### src/rtl/count_checker_sync.sv
// Two-flop input synchronizer with synchronous active-low reset.
module count_checker_sync #(
    parameter int unsigned WIDTH = 8
) (
    input  logic             clk,
    input  logic             rst_n,
    input  logic [WIDTH-1:0] d,
    output logic [WIDTH-1:0] q
);

    logic [WIDTH-1:0] meta;

    always_ff @(posedge clk) begin
        if (!rst_n) begin
            meta <= '0;
            q    <= '0;
        end else begin
            meta <= d;
            q    <= meta;
        end
    end

endmodule

### config.mk
export PLATFORM = sky130hd
export DESIGN_NAME = count_checker_sync
export DESIGN_NICKNAME = d
export VERILOG_FILES = /design/src/rtl/count_checker_sync.sv
export SDC_FILE = /design/constraint.sdc
export NUM_CORES = 1
export LEC_CHECK = 0
export BUFFER_PORTS_ARGS = -buffer_cell sky130_fd_sc_hd__buf_2
export CELL_PAD_IN_SITES_DETAIL_PLACEMENT = 0
export CELL_PAD_IN_SITES_GLOBAL_PLACEMENT = 1
export CORE_MARGIN = 2
export CORE_UTILIZATION = 33
export CTS_CLUSTER_DIAMETER = 50
export DETAILED_ROUTE_END_ITERATION = 8
export PLACE_DENSITY = 0.79
export SYNTH_ARGS = -nofsm -noshare
export SYNTH_HDL_FRONTEND = slang
export SYNTH_SLANG_ARGS = --single-unit
### constraint.sdc
create_clock -name clk -period 0.8 [get_ports clk]
set_input_delay 0.16 -clock clk [delete_from_list [all_inputs] [get_ports clk]]
set_output_delay 0.16 -clock clk [all_outputs]
set_load 0.03 [all_outputs]
After elaboration in Yosys (flattened, before gate mapping):

Cells that the tools add are included.

* register bits after elaboration: 16
* input port bits: 10
* output and inout bits: 8
* word-level logic and storage cells: 2

Logic depth before layout (Yosys ltp):

* word-level depth: 0
* depth in mapped cells: 2
* gate-level depth less buffers: 1

Worst setup path after synthesis:

OpenSTA, ideal clock, no wires.

* path kind: register to output
* from: register q[0]
* to: output port q[0]
* arrival time: 0.459 ns
* required time: 0.640 ns
* slack: 0.181 ns
* stages on the path, launching flop included: 1
* buffers on the path: 0
* path through: dfxtp_1

RTL lines
* start, declared: RTL line 8 `output logic [WIDTH-1:0] q`
* start signal, assigned: RTL line 19 `q <= meta;`

No word-level cell between the ends.

Final worst setup path:

* from: register q[6]
* to: output port q[6]

No word-level cell between the ends.

==> qor.yml <==
run_status:
  status: "complete, but fails checks"
  violations: "negative setup slack"
sta:
  fin_hold_ws_ps: 101.6
  fin_setup_tns_ps: -645.1
  period_share_pct: 111.0
  timing.final.ws_setup_ps: -88.34
  fin_crit_ps: 888.3
  fmax_ghz: 1.126
  rsz0062_at_grt: "yes"
  tightest_slew_ps: 168.4
  fin_skew_ps: 0.8322
  slew_violations: 0
  hold_violations: 0
  relSlewSlack_pct: 88.78
  setup_viol: 8
grt:
  grt_pass1_vias: 240
  grt_pass1_wl_um: 952
  antenna_found_initial: 0
  grt_util_all_layers_pct: 10.06
  grt_max_degree: 17
  grt-ovfl-total: 0
worst_setup_path:
  critical_path.max_fanout: 1
  cp_slowest_cell: "dfxtp_2"
  critPathMaxStageDelay_ps: 330
  cp.required_ps: 640
  path_class: "reg2out"
  crit_path_cell_trace: "buf_6"
  crit_family: "flip-flops"
  critPathCapture: "q[6]"
  r2r_slack_ps: 220
  startpoint: "q[6]$_SDFF_PN0_"
  crit_path_end_kind: "output port"
  cp_num_buf_inv: 1
  worstReg2RegEnd: "q[5]$_SDFF_PN0_"
  startpoint_type: "register"
  r2r_cells: 1
  r2r_start: "meta[5]$_SDFF_PN0_"
  crit_arrival_ps: 730
  cp.depth: 1
clock_tree:
  cts-root-buf: "clkbuf_4"
  hold_buffers: 0
  cts_buffer_depth: 2
  clk_pin_slew_ps: 80
  cts_tree: "done"
  cts_made_buffers: 3
  cts_sinks: 16
  h-tree-depth: 1
  cts_setup_buffers: 0
  clk_latency_ps: 270
finish:
  instances_no_fill: 68
  drive_gt1_share_pct: 77.36
  multi_input_area_um2: 115.1
  final-seq-area_um2: 330.3
  nFillCells: 120
  final_nets: 64
  antenna_cells: 0
  area_growth_pct: 42.30
logic_synthesis:
  async_reset_ff_share_pct: 0
  yosys_warnings: 0
  yosys-top-cells-area: "dfxtp_1, and2_2, and2_1"
  ys_types: 4
  synth_top_area_cell: "dfxtp_1"
  ys_seq_area_share_pct: 71.71
  syn_inst: 33
  synth.top_cell.area_share_pct: 71.71
  synth_most_common_cell: "dfxtp_1"
  synth_area_um2: 446.7
  synth_edf_count: 0
  syn_avg_cell_area_um2: 13.54
  syn_nets: 43
  ys_ff_latch: 16
  synth_commonest_cells: "dfxtp_1, and2_2, and2_1"
  synthFlopType: "dfxtp_1"
die:
  core_area_um2: 1285
  die_w_um: 40.79
  initial_core_util_pct: 34.76
  ios: 18
  die-area_um2: 1664
  row_count: 13
  die_h_um: 40.79
placement:
  dp.cells: 64
  io_buffers: 17
  place.gp.congestion: 0.6762
  dpl_worst_slack_ps: 142.8
pwr:
  netSwitchingFraction_pct: 19.36
  clockPowerShare_pct: 33.8
  seqPwrFrac_pct: 57.8
  internal-power_mw: 1.180
  ir_drop_uv: 1256
  power.switching_mw: 0.2834
  pwr-share-comb_pct: 8.4
  cellPowerDensity_nw_per_um2: 2303
  leakage_nw: 0.2936
route:
  drt-total-wl_um: 534
  routedWlPerCell_um: 7.853
  vias: 265
  drc_errors: 0
  drtPass1Iterations: 2
  drt_iter0_drc: 1
  ant_nets: 0
  viasPerCell: 3.897
run:
  drv_cap: 0
worst_hold_path:
  hold_class: "in2reg"
cell type report:
class / count / area share (%)
Clock buffer: 4 / 5.709
Multi-Input combinational cell: 16 / 18.11
Tap cell: 15 / 2.953
Timing Repair Buffer: 17 / 21.26
Sequential cell: 16 / 51.97
metal layers:
| metal | vias up | share of wire (%) | GRT usage (%) |
|---|---|---|---|
| met1 | 114 | 38 | 8.638 |
| li1 | 140 | - | - |
| met4 | 0 | 0 | 10.00 |
| met2 | 11 | 55 | 14.06 |
| met5 | - | 0 | 0 |
| met3 | 0 | 6.4 | 8.152 |
power groups by stage:
stage | Combinational [mW] | Sequential [mW] | Clock [mW]
3_3_place_gp | 0.105 | 0.858 | 0
3_5_place_dp | 0.106 | 0.858 | 0
6_report | 0.122 | 0.846 | 0.495
5_1_grt | 0.134 | 0.850 | 0.571
4_1_cts | 0.124 | 0.847 | 0.528
2_1_floorplan | 0.0360 | 0.891 | 0
sequential cells by signal (all words and copies together), names as in the netlist:
name	flops
meta	8
q	8
worst min-delay path by stage:
stage                         endpoint   from  slack (ps)  depth (start not counted)
CTS                 meta[5]$_SDFF_PN0_   d[5]          90                          2
global route        meta[4]$_SDFF_PN0_   d[4]          70                          2
floorplan           meta[0]$_SDFF_PN0_  rst_n         300                          1
detailed placement  meta[6]$_SDFF_PN0_   d[6]         380                          2
finish              meta[5]$_SDFF_PN0_   d[5]         100                          2
global placement    meta[0]$_SDFF_PN0_   d[0]         380                          2
cell usage in the layout, fill, tap and decap left out:
cell type	count
and2_2	12
buf_2	9
dfxtp_1	8
buf_6	8
dfxtp_2	8
and2_1	4
clkbuf_4	3
clkbuf_8	1
kinds of logic (layout without fill, tap and decap cells):
group	Yosys count	after routing	share of synthesized area, %
simple gates	16	16	25.77
flops	16	16	71.71
buf+inv	1	21	2.521
per-stage QoR:
step / total power, mW / area, um2 / util, %
after global routing: 1.555 / 635.6 / 49.46
after global placement: 0.9629 / 539.3 / 41.97
after floorplan: 0.9272 / 446.7 / -
final: 1.464 / 635.6 / 49.46
after detailed placement: 0.9643 / 539.3 / 41.97
after CTS: 1.499 / 635.6 / 49.46
what timing repair did:
| item | CTS | global route |
|---|---|---|
| endpoints found under the hold margin | 0 | 0 |
| setup endpoints to repair | 8 | 8 |
| pin swaps | 0 | 0 |
| gates resized for setup | 24 | 0 |
(Power assumes the default switching activity.)
